`src/rtl/axis_channel_averager.sv`:
```
// axis_channel_averager
//
// Boxcar decimator for two packed signed ADC channels. Each accepted
// S_AXIS word carries channel A in the low half and channel B in the high
// half. Each channel is averaged on its own over 2^k consecutive accepted
// samples. One M_AXIS word with the same packing is emitted per block.
//
// Parameters:
//   AXIS_TDATA_WIDTH  word width (even; each half is one signed channel)
//   LOG2_MAX_AVG      largest usable k; accumulators are
//                     AXIS_TDATA_WIDTH/2 + LOG2_MAX_AVG bits wide
//
// Ports:
//   aclk, aresetn     clock, asynchronous active-low reset
//   log2_avg          requested k, clamped to LOG2_MAX_AVG, sampled at block start
//   S_AXIS_*          sample input stream (tdata/tvalid/tready)
//   M_AXIS_*          average output stream (tdata/tvalid/tready)
//
// Build option:
//   AXIS_CHANNEL_AVERAGER_ROUND_EN  when defined, adds 2^(k-1) before the
//   shift (round half up) for k>0; otherwise the shift floors toward -inf.
module axis_channel_averager #(
    parameter int AXIS_TDATA_WIDTH = 32,
    parameter int LOG2_MAX_AVG     = 8
) (
    input  logic                        aclk,
    input  logic                        aresetn,
    input  logic [3:0]                  log2_avg,
    input  logic [AXIS_TDATA_WIDTH-1:0] S_AXIS_tdata,
    input  logic                        S_AXIS_tvalid,
    output logic                        S_AXIS_tready,
    input  logic                        M_AXIS_tready,
    output logic [AXIS_TDATA_WIDTH-1:0] M_AXIS_tdata,
    output logic                        M_AXIS_tvalid
);

    localparam int         CH_W  = AXIS_TDATA_WIDTH / 2;
    localparam int         ACC_W = CH_W + LOG2_MAX_AVG;
    localparam int         CNT_W = LOG2_MAX_AVG;
    localparam logic [3:0] K_MAX = 4'(LOG2_MAX_AVG);

    logic [CNT_W-1:0]        cnt;
    logic [3:0]              k_l;
    logic signed [ACC_W-1:0] acc_a;
    logic signed [ACC_W-1:0] acc_b;

    logic [3:0]              k_req;
    logic [3:0]              k_eff;
    logic [CNT_W:0]          span;
    logic                    is_first;
    logic                    is_last;
    logic                    accept;
    logic signed [ACC_W-1:0] smp_a;
    logic signed [ACC_W-1:0] smp_b;
    logic signed [ACC_W-1:0] sum_a;
    logic signed [ACC_W-1:0] sum_b;
    logic signed [ACC_W-1:0] rnd;
    logic signed [ACC_W-1:0] avg_a;
    logic signed [ACC_W-1:0] avg_b;

    always_comb begin
        k_req    = (log2_avg > K_MAX) ? K_MAX : log2_avg;
        is_first = (cnt == '0);
        // At a block start the latched k is stale; the block length comes
        // from the request being latched on this very accept.
        k_eff    = is_first ? k_req : k_l;
        span     = (CNT_W+1)'(1) << k_eff;
        is_last  = ({1'b0, cnt} == (span - (CNT_W+1)'(1)));

        // Ready depends only on registered state, log2_avg and M_AXIS_tready.
        S_AXIS_tready = !(is_last && M_AXIS_tvalid && !M_AXIS_tready);
        accept        = S_AXIS_tvalid && S_AXIS_tready;

        smp_a = {{LOG2_MAX_AVG{S_AXIS_tdata[CH_W-1]}}, S_AXIS_tdata[CH_W-1:0]};
        smp_b = {{LOG2_MAX_AVG{S_AXIS_tdata[AXIS_TDATA_WIDTH-1]}},
                 S_AXIS_tdata[AXIS_TDATA_WIDTH-1:CH_W]};
        sum_a = (is_first ? '0 : acc_a) + smp_a;
        sum_b = (is_first ? '0 : acc_b) + smp_b;

`ifdef AXIS_CHANNEL_AVERAGER_ROUND_EN
        rnd = (k_eff == 4'd0) ? '0 : (ACC_W'(1) << (k_eff - 4'd1));
`else
        rnd = '0;
`endif
        // Headroom of LOG2_MAX_AVG bits covers the sum plus the rounding term.
        avg_a = (sum_a + rnd) >>> k_eff;
        avg_b = (sum_b + rnd) >>> k_eff;
    end

    always_ff @(posedge aclk or negedge aresetn) begin
        if (!aresetn) begin
            cnt           <= '0;
            k_l           <= '0;
            acc_a         <= '0;
            acc_b         <= '0;
            M_AXIS_tdata  <= '0;
            M_AXIS_tvalid <= 1'b0;
        end else begin
            if (accept) begin
                if (is_first) begin
                    k_l <= k_eff;
                end
                if (is_last) begin
                    cnt          <= '0;
                    M_AXIS_tdata <= {CH_W'(avg_b), CH_W'(avg_a)};
                end else begin
                    cnt   <= cnt + CNT_W'(1);
                    acc_a <= sum_a;
                    acc_b <= sum_b;
                end
            end
            // A new result overwrites one being taken this cycle: no bubble.
            if (accept && is_last) begin
                M_AXIS_tvalid <= 1'b1;
            end else if (M_AXIS_tready) begin
                M_AXIS_tvalid <= 1'b0;
            end
        end
    end

endmodule
```
`config.mk`:
```
export PLATFORM = sky130hd
export DESIGN_NAME = axis_channel_averager
export DESIGN_NICKNAME = d
export VERILOG_FILES = /design/src/rtl/axis_channel_averager.sv
export SDC_FILE = /design/constraint.sdc
export NUM_CORES = 1
export LEC_CHECK = 0
export ABC_AREA = 1
export CAP_MARGIN = 15
export CORE_UTILIZATION = 40
export DETAILED_ROUTE_END_ITERATION = 8
export PLACE_DENSITY_LB_ADDON = 0.08
export SKIP_LAST_GASP = 1
export SLEW_MARGIN = 20
export SYNTH_ARGS = -nofsm -noshare
export SYNTH_HDL_FRONTEND = slang
export SYNTH_SLANG_ARGS = --single-unit
```
`constraint.sdc`:
```
create_clock -name aclk -period 6 [get_ports aclk]
set_clock_uncertainty 0.2 [all_clocks]
set_input_delay 1.8 -clock aclk [delete_from_list [all_inputs] [get_ports aclk]]
set_output_delay 1.8 -clock aclk [all_outputs]
set_load 0.01 [all_outputs]
```
# Yosys cells after proc, flatten, opt, wreduce, memory -nomap -nowiden
# Index checks and enable logic that the tools add are counted.
# totals
ff_bits	93
word_cells	34
# op_classes
n_shift	3
bitwise_logic	1
mux	7
n_eq_ne	1
addsub	4
order_cmp	1
n_reduce_logical	11
# op_table
operator	n
24-bit adder	2
24-bit 2-to-1 mux	2
24-bit by 4-bit >>> shifter with 16-bit output	2
8-bit by 9-bit equality test with 1-bit output	1
1-bit by 4-bit << shifter with 9-bit output (first input constant)	1
9-bit by 1-bit subtractor with 9-bit output (second input constant)	1
8-bit by 1-bit adder with 8-bit output (second input constant)	1
8-bit zero test	1
4-bit 2-to-1 mux	2
8-bit 2-to-1 mux	1
2-bit AND reduction	3
4-bit greater-than comparator (second input constant)	1
1-bit logical AND	4
1-bit zero test	2
1-bit 2-to-1 mux	2
2-bit nonzero test	1
1-bit NOT	1

# Logic depth before layout (Yosys ltp)
# Gate-level depths: netlist (run 1).
# depth
depth_word	12
mapped_depth	27
ltp_nobuf	26

# Worst setup path before layout (run 1)
# No wires, ideal clock.
# synth_timing
kind	input port to output port
from	input port log2_avg[3]
to	output port S_AXIS_tready
arrival_time_ps	3759
path_stages	15
slack_ps	241
path_buffers	2
cell_sequence	inv_1 -> nand2_1 -> nand3b_1 -> nand2_4 -> nor2_4 -> buf_4 -> clkbuf_1 -> nand2_1 -> ha_1 -> xor2_1 -> nand3_1 -> nor2_1 -> nand2_1 -> nor2_2 -> nand4_2
# synth_between
elab_chain_len	9
# synth_lines
element	line	source
from (decl)	28	input logic [3:0] log2_avg,
4-bit greater-than comparator	62	k_req = (log2_avg > K_MAX) ? K_MAX : log2_avg;
4-bit 2-to-1 mux *	62	
4-bit 2-to-1 mux *	66	k_eff = is_first ? k_req : k_l;
1-bit by 4-bit << shifter with 9-bit output *	67	span = (CNT_W+1)'(1) << k_eff;
9-bit by 1-bit subtractor with 9-bit output *	68	is_last = ({1'b0, cnt} == (span - (CNT_W+1)'(1)));
8-bit by 9-bit equality test with 1-bit output *	68	
1-bit logical AND * (2 in series)	71	S_AXIS_tready = !(is_last && M_AXIS_tvalid && !M_AXIS_tready);
1-bit zero test *	71	
to (decl)	31	output logic S_AXIS_tready,
# Every way passes the cells marked *; elsewhere a longest branch is shown, timed or not.

# Worst setup path in the final report (run 1)
# layout_timing
from	input port log2_avg[1]
to	output port S_AXIS_tready
# The elaborated chain is that of the path after synthesis.

==> results of run 1 <==
flip-flops by register name, summed over array words and instances, names as in the netlist:
signal         count
M_AXIS_tdata      32
M_AXIS_tvalid      1
acc_a             24
acc_b             24
cnt                8
k_l                4
repair_timing:
item | 4_1_cts | 5_1_grt
gates cloned | 0 | 0
endpoints found under the setup margin | 1 | 1
hold endpoints to repair | 0 | 0
hold buffers | 0 | 0
setup buffers | 0 | 1
pin swaps | 0 | 2
resized for setup | 4 | 3
layer usage:
layer  track usage (%)  vias up  wire length [um]
li1                  -     5609                 -
met1              31.7     4916             13700
met2              46.4      238             15900
met3              2.08       51              1100
met4              9.09        0               993
met5                 0        -                 0
cells in the final DEF (no fill, tap or decap), types with 5 or more instances in the layout:
master and instances:
a21oi_1 25, buf_4 33, clkbuf_16 9, clkdlybuf4s50_1 70, dfrtp_1 93, ha_1 49, inv_1 253, inv_2 9
nand2_1 726, nand2_2 7, nand3_1 260, nand4_1 34, nor2_1 119, nor2_4 5, o21ai_0 30, o21ai_1 38
xnor2_1 8, xor2_1 12
stage by stage:
step           instances  hold WS, ps
2_1_floorplan       1756          242
3_3_place_gp        2128          255
3_5_place_dp        2128          264
4_1_cts             2144          284
5_1_grt             2145          306
6_report            2145          281
how the worst max path moves through the flow:
stage                startpoint       endpoint  cells past startpoint  slack [ps]
floorplan           log2_avg[3]  S_AXIS_tready                     15         240
global placement    log2_avg[3]  S_AXIS_tready                     15        -310
detailed placement  log2_avg[3]  S_AXIS_tready                     15        -320
CTS                 log2_avg[3]  S_AXIS_tready                     15           7
global route        log2_avg[1]  S_AXIS_tready                     17          -3
finish              log2_avg[1]  S_AXIS_tready                     17         190
critical path, delay by kind of cell:
family / cells / cell delay (ps)
xor gates and xnor gates: 1 / 150
adders and majority gates: 1 / 230
buffers and inverters: 5 / 740
and+or+nand+nor: 10 / 890
layout make-up:
type                            instances  area [um2]  share of cell area, %
Timing Repair Buffer                  106         977                   8.65
Tap cell                              324         405                   3.59
Clock inverter                          7        63.8                  0.565
Clock buffer                            9         225                   1.99
Inverter                              262         983                   8.71
Multi-Input combinational cell       1344        6310                   55.9
Sequential cell                        93        2330                   20.6
kinds of logic after synthesis:
kind of cell | share of synthesized area (%)
XOR/XNOR | 1.76
buffers and inverters | 13.0
flip-flops | 23.4
AND/OR/NAND/NOR | 49.9
adder cells (fa/ha/maj) | 6.58
AO/OA/AOI/OAI | 5.31
==> flow_summary.toml, run 1 <==
[worst_hold_path]
whs_path_depth = 2
hp-start = "k_l[0]"
hold_path_end = "k_l[0]"
hold_path_class = "reg -> reg"

[cells_and_area]
insertedDiodeCount = 0
final_area_um2 = 11300
area_growth_pct = 13.8
fillers = 2744
drive_gt1_share_pct = 4.67
fin_util_pct = 46.4
finalNetCount = 1907

[timing]
max_freq_mhz = 172
maxSlewViolCount = 0
fin_tns_setup_ps = 0
hold_viol = 0
min_period_ps = 5810
worst_pin_slew_ps = 828
relSlewSlack_pct = 44.8
fin_crit_sh_pct = 96.8
setup_viol = 0
worst_slack_ps = 191

[detailed_routing]
drt-total-wl_mm = 31.7
vias = 10814
ant_nets = 0
drtIter0Drc = 772
drc_errors = 0
dr.pass1.iters = 5
routed_via_density = 5.04
wl_per_cell_um = 14.8

[global_route]
antenna_found_initial = 0
grt.overflow.total = 0
grt_pass1_vias = 10330
grt_pass1_wl_mm = 52.3
grt.total_usage_pct = 25.6
grt_max_degree = 79

[setup_path]
r2r-start = "cnt[0]"
cp_cell_sequence = "clkdlybuf4s50_1, inv_1, nor2_1, nand2_1, nand2_4, inv_2, nand2_1, inv_1, nand2_1, ha_1, xor2_1, nand3_1, nor2_1, nand2_1, nor2_2, nand4_2, buf_2"
endpoint_kind = "output port"
slowest_delay_ps = 450
worst-r2r-setup-slack_ps = 1730
critPathMaxFanout = 4
cp.required_ps = 4000
rr_endpoint = "M_AXIS_tdata[4]"
critPathSlowestCell = "clkdlybuf4s50_1"
cp.arrival_ps = 3810
crit_path_start_kind = "input pin"
critPathKind = "in -> out"
critPathMostFrequentCell = "nand2_1"
reg2reg_depth = 23

[cts]
numCtsBuffers = 9
cts_tree = "done"
cts.htree.levels = 3
clock_path_buffers = 2
clk_pin_slew_ps = 80
clk_latency_ps = 360
cts_root_buffer = "clkbuf_16"
cts_sinks = 93

[yosys]
yosys_most_used_dff = "dfrtp_1"
yosysSeqAreaShare_pct = 23.4
synth.avg_cell_area_um2 = 5.65
synth_nets = 1847
synthArstFlopShare_pct = 100
yosys_warnings = 0
synth_edf_count = 0
yosys-top-cells-area = "nand2_1 27%, dfrtp_1 23%, nand3_1 13%"
synth_cell_types = 34
synth_most_common_cell = "nand2_1"
yosys.area.top_type = "nand2_1"
synthCells = 1756
syn_area_um2 = 9930
synth_common_cells = "727 x nand2_1, 260 x nand3_1, 253 x inv_1"
synth_top_area_share_pct = 27.5
ys_ff_latch = 93

[die]
core-area_um2 = 24300
ioPinCount = 74
die_x_um = 160
die_y_um = 160
die-area_um2 = 25500
start_util_pct = 40.8
fp-row-count = 57

[place]
pre_cts_slack_ps = -321
port_buffers = 73
hpwl_mm = 25.2
dpl_cell_area_um2 = 11000
routabilityCongestion = 0.971

[run]
drv_cap = 0

[run_status]
status = "finished, final reports clean"
Power of run 1 is not shown: default switching activity piles up to over one toggle a cycle in this logic, so the estimate is an artifact.
==> run 2: changes to the inputs <==
--- a/config.mk
+++ b/config.mk
@@ -9,6 +9,7 @@
 export CAP_MARGIN = 15
 export CORE_UTILIZATION = 40
 export DETAILED_ROUTE_END_ITERATION = 8
+export DONT_BUFFER_PORTS = 1
 export PLACE_DENSITY_LB_ADDON = 0.08
 export SKIP_LAST_GASP = 1
 export SLEW_MARGIN = 20
==> flow_summary.toml, run 2 (synthesized netlist as in run 1, its figures left out) <==
[run_status]
status = "finished, final reports clean"

[timing]
relSlewSlack_pct = 61.8
maxSlewViolCount = 0
min_period_ps = 5550
fin_tns_setup_ps = 0
setup_viol = 0
rsz0062_at_grt = "no"
fin_crit_sh_pct = 92.5
max_freq_mhz = 180
hold_viol = 0
worst_pin_slew_ps = 574

[setup_path]
critPathKind = "in -> out"
critPathSlowestCell = "ha_1"
path_buf_inv = 1
worst-r2r-setup-slack_ps = 1660
cp.arrival_ps = 3550
cp_cell_sequence = "inv_1, nand2_1, nand3b_1, nand2_4, nor2_4, nand2_1, ha_1, xor2_1, nand3_1, nor2_1, nand2_1, nor2_2, nand4_2"
critPathMaxFanout = 18
cp_top_family = "simple AND/OR/NAND/NOR gates"
crit_path_start_kind = "input pin"
critPathMostFrequentCell = "nand2_1"
cp.required_ps = 4000
r2r-start = "cnt[0]"
rr_endpoint = "M_AXIS_tdata[24]"
reg2reg_depth = 21
slowest_delay_ps = 320
endpoint_kind = "output port"

[cells_and_area]
regMostFlops = "M_AXIS_tdata"
fillers = 2758
finalNetCount = 1816
drive_gt1_share_pct = 3.70
layout_commonest_cell = "nand2_1"
largest_reg_flops = 32
reg_top3 = "M_AXIS_tdata x32, acc_a x24, acc_b x24"
layout_common_cells = "727 x nand2_1, 260 x nand3_1, 253 x inv_1"
area_growth_pct = 5.27
insertedDiodeCount = 0
ff_latch_area_um2 = 2330
multi_input_area_um2 = 6310

[die]
die-area_um2 = 25500
ioPinCount = 74
die_y_um = 160
start_util_pct = 40.8
fp-row-count = 57
die_x_um = 160
core-area_um2 = 24300

[cts]
numCtsBuffers = 9
cts.htree.levels = 3
postCtsResizedCells = 0
post_cts_buffers = 0
cts_sinks = 93
clock_path_buffers = 2
cts_hold_buf = 0
cts_tree = "done"
cts_root_buffer = "clkbuf_16"
clk_latency_ps = 370
clk_pin_slew_ps = 80

[place]
hpwl_mm = 25.7
port_buffers = 0
routabilityCongestion = 0.949

[worst_hold_path]
hold_path_end = "k_l[0]"
hp-start = "k_l[0]"
hold_path_class = "reg -> reg"
whs_path_depth = 2

[detailed_routing]
routed_via_density = 5.06
drc_errors = 0
drt-total-wl_mm = 32.1
wl_per_cell_um = 15.6
ant_nets = 0
dr.pass1.iters = 6
vias = 10388
drtIter0Drc = 686

[global_route]
grt.total_usage_pct = 25.9
antenna_found_initial = 0
grt_max_degree = 94
grt.overflow.total = 0
grt_pass1_wl_mm = 52.5
grt_pass1_vias = 10214

[run]
drv_cap = 0
run 2: cell count changes in the layout (fill, tap and decap cells not counted):
cell / delta
nand2_1: +1
buf_12: +1
clkinv_8: +1
clkinvlp_4: -2
clkinv_4: +1
clkdlybuf4s50_1: -70
buf_6: -1
dlymetal6s2s_1: -1
buf_2: -1
buf_4: -19
nand2_2: -1
run 2: routing by layer:
metal  GRT usage (%)  wire length, um  part of all wire [%]
met1            32.0            14300                    45
met2            45.5            15400                    48
met3            3.13             1180                   3.7
met4            10.8             1240                   3.9
met5               0                0                     0
run 2: worst max-delay path by stage:
| stage | start | to | slack, ps | depth (start not counted) |
|---|---|---|---|---|
| after floorplan | log2_avg[3] | S_AXIS_tready | 240 | 15 |
| after global placement | log2_avg[3] | S_AXIS_tready | 470 | 13 |
| after detailed placement | log2_avg[3] | S_AXIS_tready | 440 | 13 |
| after CTS | log2_avg[3] | S_AXIS_tready | 440 | 13 |
| after global routing | log2_avg[3] | S_AXIS_tready | 250 | 13 |
| final | log2_avg[3] | S_AXIS_tready | 450 | 13 |
run 2: cell type report:
cell class              count  share of cell area (%)
flip-flops and latches     93                    22.3
clock buffers               9                    2.16
clock inverters             7                   0.706
multi-input cells        1344                    60.4
well taps                 324                    3.88
inverters                 262                    9.41
repair buffers             15                    1.20
run 2: metrics by stage:
| stage | instance area [um2] | util [%] | std cells | setup slack [ps] | hold slack, ps |
|---|---|---|---|---|---|
| after CTS | 10500 | 43.0 | 2054 | 437 | 288 |
| after floorplan | 9930 | - | 1756 | 241 | 242 |
| final | 10500 | 43.0 | 2054 | 452 | 279 |
| after global placement | 10200 | 41.7 | 2038 | 472 | 267 |
| after global routing | 10500 | 43.0 | 2054 | 247 | 316 |
| after detailed placement | 10200 | 41.7 | 2038 | 444 | 270 |
run 2: tightest hold or removal path, cell delays in order, from the launching register on:
cell	delay, ps
dfrtp_1	350
nand2_1	50
nand2_1	50
Power of run 2 is left out for the same reason.
